### src/rtl/predictor_update_ctrl.sv
// -----------------------------------------------------------------------------
// predictor_update_ctrl
//
// Write-side companion of the branch predictor. Each fetch-stage prediction
// (table index, predicted direction, entry-valid flag) is queued in program
// order. On every EX-stage branch resolution the oldest entry is popped. One
// cycle later the predictor write port is driven with that index and the
// actual direction. A mispredict pulse is raised when a trained entry
// predicted the wrong direction.
//
// Ports
//   cpu_clk, cpu_rst          core clock; synchronous active-high reset
//   pred_push/idx/taken/
//     entry_valid             prediction issued by IF this cycle
//   q_full, q_empty           queue occupancy status
//   resolve_valid/taken       EX resolved the oldest in-flight branch
//   flush                     squash every unresolved in-flight prediction
//   predictor_wen/waddr,
//     branch_taken_ex         registered predictor write port
//   mispredict                one-cycle pulse for a wrong trained prediction
//   resolve_cnt               saturating count of matched resolutions
//   mispredict_cnt            saturating count of mispredictions
//   err_sticky                [0] push while full, [1] resolve while empty
// -----------------------------------------------------------------------------
module predictor_update_ctrl #(
  parameter int entry_num  = 256,
  parameter int addr_width = $clog2(entry_num),
  parameter int q_depth    = 4
) (
  input  logic                  cpu_clk,
  input  logic                  cpu_rst,
  input  logic                  pred_push,
  input  logic [addr_width-1:0] pred_idx,
  input  logic                  pred_taken,
  input  logic                  pred_entry_valid,
  output logic                  q_full,
  output logic                  q_empty,
  input  logic                  resolve_valid,
  input  logic                  resolve_taken,
  input  logic                  flush,
  output logic                  predictor_wen,
  output logic [addr_width-1:0] predictor_waddr,
  output logic                  branch_taken_ex,
  output logic                  mispredict,
  output logic [15:0]           resolve_cnt,
  output logic [15:0]           mispredict_cnt,
  output logic [1:0]            err_sticky
);

  // Pointers carry one extra wrap bit so full and empty are distinguishable.
  localparam int PtrW = $clog2(q_depth) + 1;
  localparam int IdxW = PtrW - 1;

  typedef struct packed {
    logic [addr_width-1:0] idx;
    logic                  taken;
    logic                  entry_valid;
  } pred_entry_t;

  pred_entry_t           mem_q [q_depth];
  pred_entry_t           head;

  logic [PtrW-1:0]       wr_ptr_q, wr_ptr_d;
  logic [PtrW-1:0]       rd_ptr_q, rd_ptr_d;
  logic                  wen_q, wen_d;
  logic [addr_width-1:0] waddr_q, waddr_d;
  logic                  taken_ex_q, taken_ex_d;
  logic                  mispredict_q, mispredict_d;
  logic [15:0]           resolve_cnt_q, resolve_cnt_d;
  logic [15:0]           mispredict_cnt_q, mispredict_cnt_d;
  logic [1:0]            err_q, err_d;

  logic                  full, empty;
  logic                  do_pop, do_push;

  assign full  = (wr_ptr_q[PtrW-1] != rd_ptr_q[PtrW-1]) &&
                 (wr_ptr_q[IdxW-1:0] == rd_ptr_q[IdxW-1:0]);
  assign empty = (wr_ptr_q == rd_ptr_q);

  assign head  = mem_q[rd_ptr_q[IdxW-1:0]];

  // A pop never sees a same-cycle push (no bypass). When full, a
  // simultaneous pop frees the slot the push needs. Pushes during a flush are
  // squashed along with everything else in flight.
  assign do_pop  = resolve_valid && !empty;
  assign do_push = pred_push && !flush && (!full || resolve_valid);

  always_comb begin
    // NOTE: every signal gets a default first so no path leaves it unassigned,
    // which would otherwise infer a latch.
    wr_ptr_d         = wr_ptr_q;
    rd_ptr_d         = rd_ptr_q;
    wen_d            = 1'b0;
    waddr_d          = waddr_q;
    taken_ex_d       = taken_ex_q;
    mispredict_d     = 1'b0;
    resolve_cnt_d    = resolve_cnt_q;
    mispredict_cnt_d = mispredict_cnt_q;
    err_d            = err_q;

    if (do_pop) begin
      rd_ptr_d      = rd_ptr_q + 1'b1;
      wen_d         = 1'b1;
      waddr_d       = head.idx;
      taken_ex_d    = resolve_taken;
      mispredict_d  = head.entry_valid && (head.taken != resolve_taken);
      resolve_cnt_d = (resolve_cnt_q == 16'hFFFF) ? resolve_cnt_q
                                                  : resolve_cnt_q + 16'd1;
      if (mispredict_d) begin
        mispredict_cnt_d = (mispredict_cnt_q == 16'hFFFF) ? mispredict_cnt_q
                                                          : mispredict_cnt_q + 16'd1;
      end
    end else if (resolve_valid) begin
      err_d[1] = 1'b1;
    end

    if (do_push) begin
      wr_ptr_d = wr_ptr_q + 1'b1;
    end else if (pred_push && full && !resolve_valid && !flush) begin
      err_d[0] = 1'b1;
    end

    // The head pop above has already been taken into account. Everything
    // still queued behind it is discarded.
    if (flush) begin
      rd_ptr_d = wr_ptr_q;
    end
  end

  // NOTE: sequential state uses non-blocking assignments so every register
  // samples the pre-edge value of every other register.
  always_ff @(posedge cpu_clk) begin
    if (cpu_rst) begin
      wr_ptr_q         <= '0;
      rd_ptr_q         <= '0;
      wen_q            <= 1'b0;
      waddr_q          <= '0;
      taken_ex_q       <= 1'b0;
      mispredict_q     <= 1'b0;
      resolve_cnt_q    <= '0;
      mispredict_cnt_q <= '0;
      err_q            <= '0;
    end else begin
      wr_ptr_q         <= wr_ptr_d;
      rd_ptr_q         <= rd_ptr_d;
      wen_q            <= wen_d;
      waddr_q          <= waddr_d;
      taken_ex_q       <= taken_ex_d;
      mispredict_q     <= mispredict_d;
      resolve_cnt_q    <= resolve_cnt_d;
      mispredict_cnt_q <= mispredict_cnt_d;
      err_q            <= err_d;
    end
  end

  // NOTE: queue storage is deliberately not reset. The pointers alone decide
  // which slots are live, so stale contents are never observed.
  always_ff @(posedge cpu_clk) begin
    if (do_push && !cpu_rst) begin
      mem_q[wr_ptr_q[IdxW-1:0]] <= '{idx: pred_idx, taken: pred_taken,
                                     entry_valid: pred_entry_valid};
    end
  end

  assign q_full          = full;
  assign q_empty         = empty;
  assign predictor_wen   = wen_q;
  assign predictor_waddr = waddr_q;
  assign branch_taken_ex = taken_ex_q;
  assign mispredict      = mispredict_q;
  assign resolve_cnt     = resolve_cnt_q;
  assign mispredict_cnt  = mispredict_cnt_q;
  assign err_sticky      = err_q;

endmodule

### config.mk
export PLATFORM = sky130hd
export DESIGN_NAME = predictor_update_ctrl
export DESIGN_NICKNAME = d
export VERILOG_FILES = /design/src/rtl/predictor_update_ctrl.sv
export SDC_FILE = /design/constraint.sdc
export NUM_CORES = 1
export LEC_CHECK = 0
export ABC_CLOCK_PERIOD_IN_PS = 2860
export CAP_MARGIN = 25
export CORE_ASPECT_RATIO = 1.25
export CORE_MARGIN = 5
export CORE_UTILIZATION = 40
export DETAILED_ROUTE_END_ITERATION = 10
export PLACE_DENSITY = 0.6
export SYNTH_ARGS = -nofsm -noshare
export SYNTH_HDL_FRONTEND = slang
export SYNTH_SLANG_ARGS = --single-unit
### constraint.sdc
create_clock -name cpu_clk -period 2.86 [get_ports cpu_clk]
set_clock_uncertainty 0.15 [all_clocks]
set_input_delay 0.715 -clock cpu_clk [delete_from_list [all_inputs] [get_ports cpu_clk]]
set_output_delay 0.715 -clock cpu_clk [all_outputs]
set_load 0.01 [all_outputs]
==> reports/metrics.yaml, run 1 <==
post_synth_num_cell_types: 37
drt_wl_total_um: 8490
clk_transition_reported_paths_ns: 0.07
drv_slew: 0
worstSetupEndpointType: "primary output"
max_freq_ghz: 0.374
cts_buffers: 9
final_layout_size_suffix_gt1_frac: 0.119
final-setup-viol-count: 0
synth.net_count: 376
path_class_of_the_lowest_slack_min_delay_path: "reg2reg"
rr_worst_depth: 6
cts_max_path_buffers: 2
power_density_nw_per_um2: 586
hold_depth: 2
buffer_cell_driving_the_clock_tree_root: "sky130_fd_sc_hd__clkbuf_16"
nets: 448
boundaryPins: 63
cp.required_ns: 2.00
die_area_um2: 12100
area_delta_synth_final_pct: 30.0
finish.instance_area_um2: 5180
chipWidth_um: 99.2
most-common-layout-cells: "sky130_fd_sc_hd__clkdlybuf4s50_1, sky130_fd_sc_hd__dfxtp_1, sky130_fd_sc_hd__edfxtp_1"
grt_first_pass_wirelength_um: 13900
run_status: "completed"
rows: 40
timing.rr.end: "mispredict_cnt[5]"
peakVddDrop_v: 0.000412
first_global_vias: 2838
p_leak_nw: 1.74
yosys.area.top_type_share: 0.302
initial_utilization: 0.412
wl_per_cell_um: 15.3
unrepaired_setup_endpoints_after_global_routing: "no"
cts_sinks: 93
route.detailed.drc: 0
synth_area_per_cell_um2: 11.3
dr.first_iter.drc_count: 113
ys_seq_elements: 93
most_common_cell_after_layout_fill_and_taps_aside: "sky130_fd_sc_hd__clkdlybuf4s50_1"
final_replace_weighted_congestion: 0.811
fp.dieH_um: 122
number_of_antenna_repair_diodes: 0
worst_hold_path_endpoint: "predictor_waddr[4]"
hp-start: "predictor_waddr[4]"
cts.htree.levels: 3
yosysTopAreaCell: "sky130_fd_sc_hd__edfxtp_1"
place.port_buffers: 62
min_period_ns: 2.67
pre_antenna_drt_iters: 7
grt_start_max_net_pins: 39
post_synth_main_area_contributors: "sky130_fd_sc_hd__edfxtp_1, sky130_fd_sc_hd__dfxtp_1, sky130_fd_sc_hd__mux4_2"
worst_slew_margin_rel: 0.602
yosysSeqAreaShare: 0.568
mappedNetlistArea_um2: 3980
worstPathMaxFanout: 4
cap_violations: 0
num_vias: 2913
antenna_found_initial: 0
arr_time_crit_path_ns: 1.81
overall_global_routing_usage: 0.147
global_route.overflow_total: 0
post_cts.repair.setup_buffers: 0
cts_tree: "done"
place.detailed.hpwl_um: 5940
final_hold_vio_count: 0
setup.worst_path.class: "reg2out"
clkLatencyLatePin_ns: 0.33
hold_slack_ns: 0.310
synth_cells: 353
post-route-period-util: 0.935
coreArea_um2: 9660
drtAntennaViolNets: 0
dpl-instance-area_um2: 4840
route.detailed.vias_per_inst: 5.24
worst_setup_sp_type: "flop"
worst_pin_slew_ns: 0.597
reg2reg_setup_slack_ns: 0.43
yosysWarnings: 0
[cell usage after synthesis]
cell type                  count
sky130_fd_sc_hd__edfxtp_1     40
sky130_fd_sc_hd__nor2_1       29
sky130_fd_sc_hd__dfxtp_1      53
sky130_fd_sc_hd__mux4_2        9
sky130_fd_sc_hd__xor2_1       10
sky130_fd_sc_hd__or2_2         1
sky130_fd_sc_hd__nand2b_1      4
sky130_fd_sc_hd__o21ai_0       7
sky130_fd_sc_hd__or4_1        10
sky130_fd_sc_hd__ha_1          7
sky130_fd_sc_hd__o311ai_0      1
sky130_fd_sc_hd__nor2b_1       4
sky130_fd_sc_hd__clkbuf_1     11
sky130_fd_sc_hd__nand4_1      12
sky130_fd_sc_hd__o211ai_1      3
sky130_fd_sc_hd__nand2_1      32
sky130_fd_sc_hd__mux2i_1       3
sky130_fd_sc_hd__nor4_1        6
sky130_fd_sc_hd__inv_1         9
sky130_fd_sc_hd__and2_1        3
sky130_fd_sc_hd__buf_1         2
sky130_fd_sc_hd__a31oi_1       2
sky130_fd_sc_hd__xnor2_1      13
sky130_fd_sc_hd__buf_2         1
sky130_fd_sc_hd__and3_1        6
sky130_fd_sc_hd__nor3_1        5
sky130_fd_sc_hd__a21oi_1      24
sky130_fd_sc_hd__or3_1         5
sky130_fd_sc_hd__mux2_4        2
sky130_fd_sc_hd__buf_6         2
sky130_fd_sc_hd__a211oi_1      3
sky130_fd_sc_hd__and4_1        5
sky130_fd_sc_hd__mux2_2        4
sky130_fd_sc_hd__o31ai_1      10
sky130_fd_sc_hd__a311oi_1      2
sky130_fd_sc_hd__o41ai_1       1
sky130_fd_sc_hd__nand3_1      12
[what timing repair did]
item / 4_1_cts / 5_1_grt
resized for setup: 0 / 2
setup endpoints to repair: 0 / 2
hold buffers: 0 / 0
[state kept, by name, indices dropped and copies added, names as in the netlist, named ones only]
| signal | flops |
|---|---|
| resolve_cnt | 16 |
| branch_taken_ex | 1 |
| err_sticky | 2 |
| mispredict_cnt | 16 |
| rd_ptr_q | 3 |
| mispredict | 1 |
| wr_ptr_q | 3 |
| mem_q | 40 |
| predictor_wen | 1 |
| predictor_waddr | 8 |
[worst max-delay path by stage]
stage          cells after the start                  to  slack (ns)     startpoint
3_3_place_gp                       5  mispredict_cnt[13]        0.04  resolve_taken
2_1_floorplan                      3         mem_q[3][0]        0.44        cpu_rst
5_1_grt                            3             q_empty        0.07    wr_ptr_q[2]
6_report                           3             q_empty        0.19    wr_ptr_q[2]
4_1_cts                            4              q_full        0.08    wr_ptr_q[2]
3_5_place_dp                       6   mispredict_cnt[5]       -0.05  resolve_valid
[critical path, stage by stage, from the launching register on]
cell and delay [ns]:
sky130_fd_sc_hd__dfxtp_1 0.45, sky130_fd_sc_hd__xor2_2 0.15, sky130_fd_sc_hd__nor3_1 0.29, sky130_fd_sc_hd__clkdlybuf4s50_1 0.59
[kinds of logic after synthesis]
logic type               after synthesis  synth area share
multiplexers                          18            0.0773
buffers and inverters                 25            0.0277
flip-flops                            93             0.568
adder cells (fa/ha/maj)                7            0.0220
AO/OA/AOI/OAI                         53            0.0811
XOR/XNOR                              23            0.0506
AND/OR/NAND/NOR                      134             0.173
[layout make-up]
type / count / area (um2)
clock buffers: 10 / 229
clock inverters: 6 / 95.1
fillers: 858 / 4480
inverters: 9 / 33.8
multi-input cells: 235 / 1640
flip-flops and latches: 93 / 2260
well taps: 126 / 158
repair buffers: 77 / 761
[routing by layer]
layer / track usage / routed length [um]
met1: 0.174 / 3640
met3: 0.0338 / 366
met5: 0 / 0
met4: 0.0512 / 88
met2: 0.259 / 4390
[where the power goes]
| group | switching [mW] | internal, mW |
|---|---|---|
| Combinational | 0.158 | 0.154 |
| Sequential | 0.0259 | 1.42 |
| Clock | 0.504 | 0.774 |
[per-stage QoR]
stage	TNS (ns)	utilization	worst slack (ns)	total power, mW	cells
after floorplan	0	-	0.444	1.64	353
after global placement	0	0.499	0.0441	1.77	539
after detailed placement	-0.129	0.501	-0.0544	1.79	540
after CTS	0	0.535	0.0791	3.07	556
after global routing	0	0.536	0.0655	3.17	556
final	0	0.536	0.185	3.03	556
No activity file was read; power rests on OpenSTA's default activity.
==> inputs of run 2 (changes only) <==
--- a/config.mk
+++ b/config.mk
@@ -12,6 +12,7 @@
 export CORE_UTILIZATION = 40
 export DETAILED_ROUTE_END_ITERATION = 10
 export PLACE_DENSITY = 0.6
+export SKIP_LAST_GASP = 1
 export SYNTH_ARGS = -nofsm -noshare
 export SYNTH_HDL_FRONTEND = slang
 export SYNTH_SLANG_ARGS = --single-unit
==> results of run 2 <==
Same layout as run 1: the final DEF is identical, and so are final timing and power.
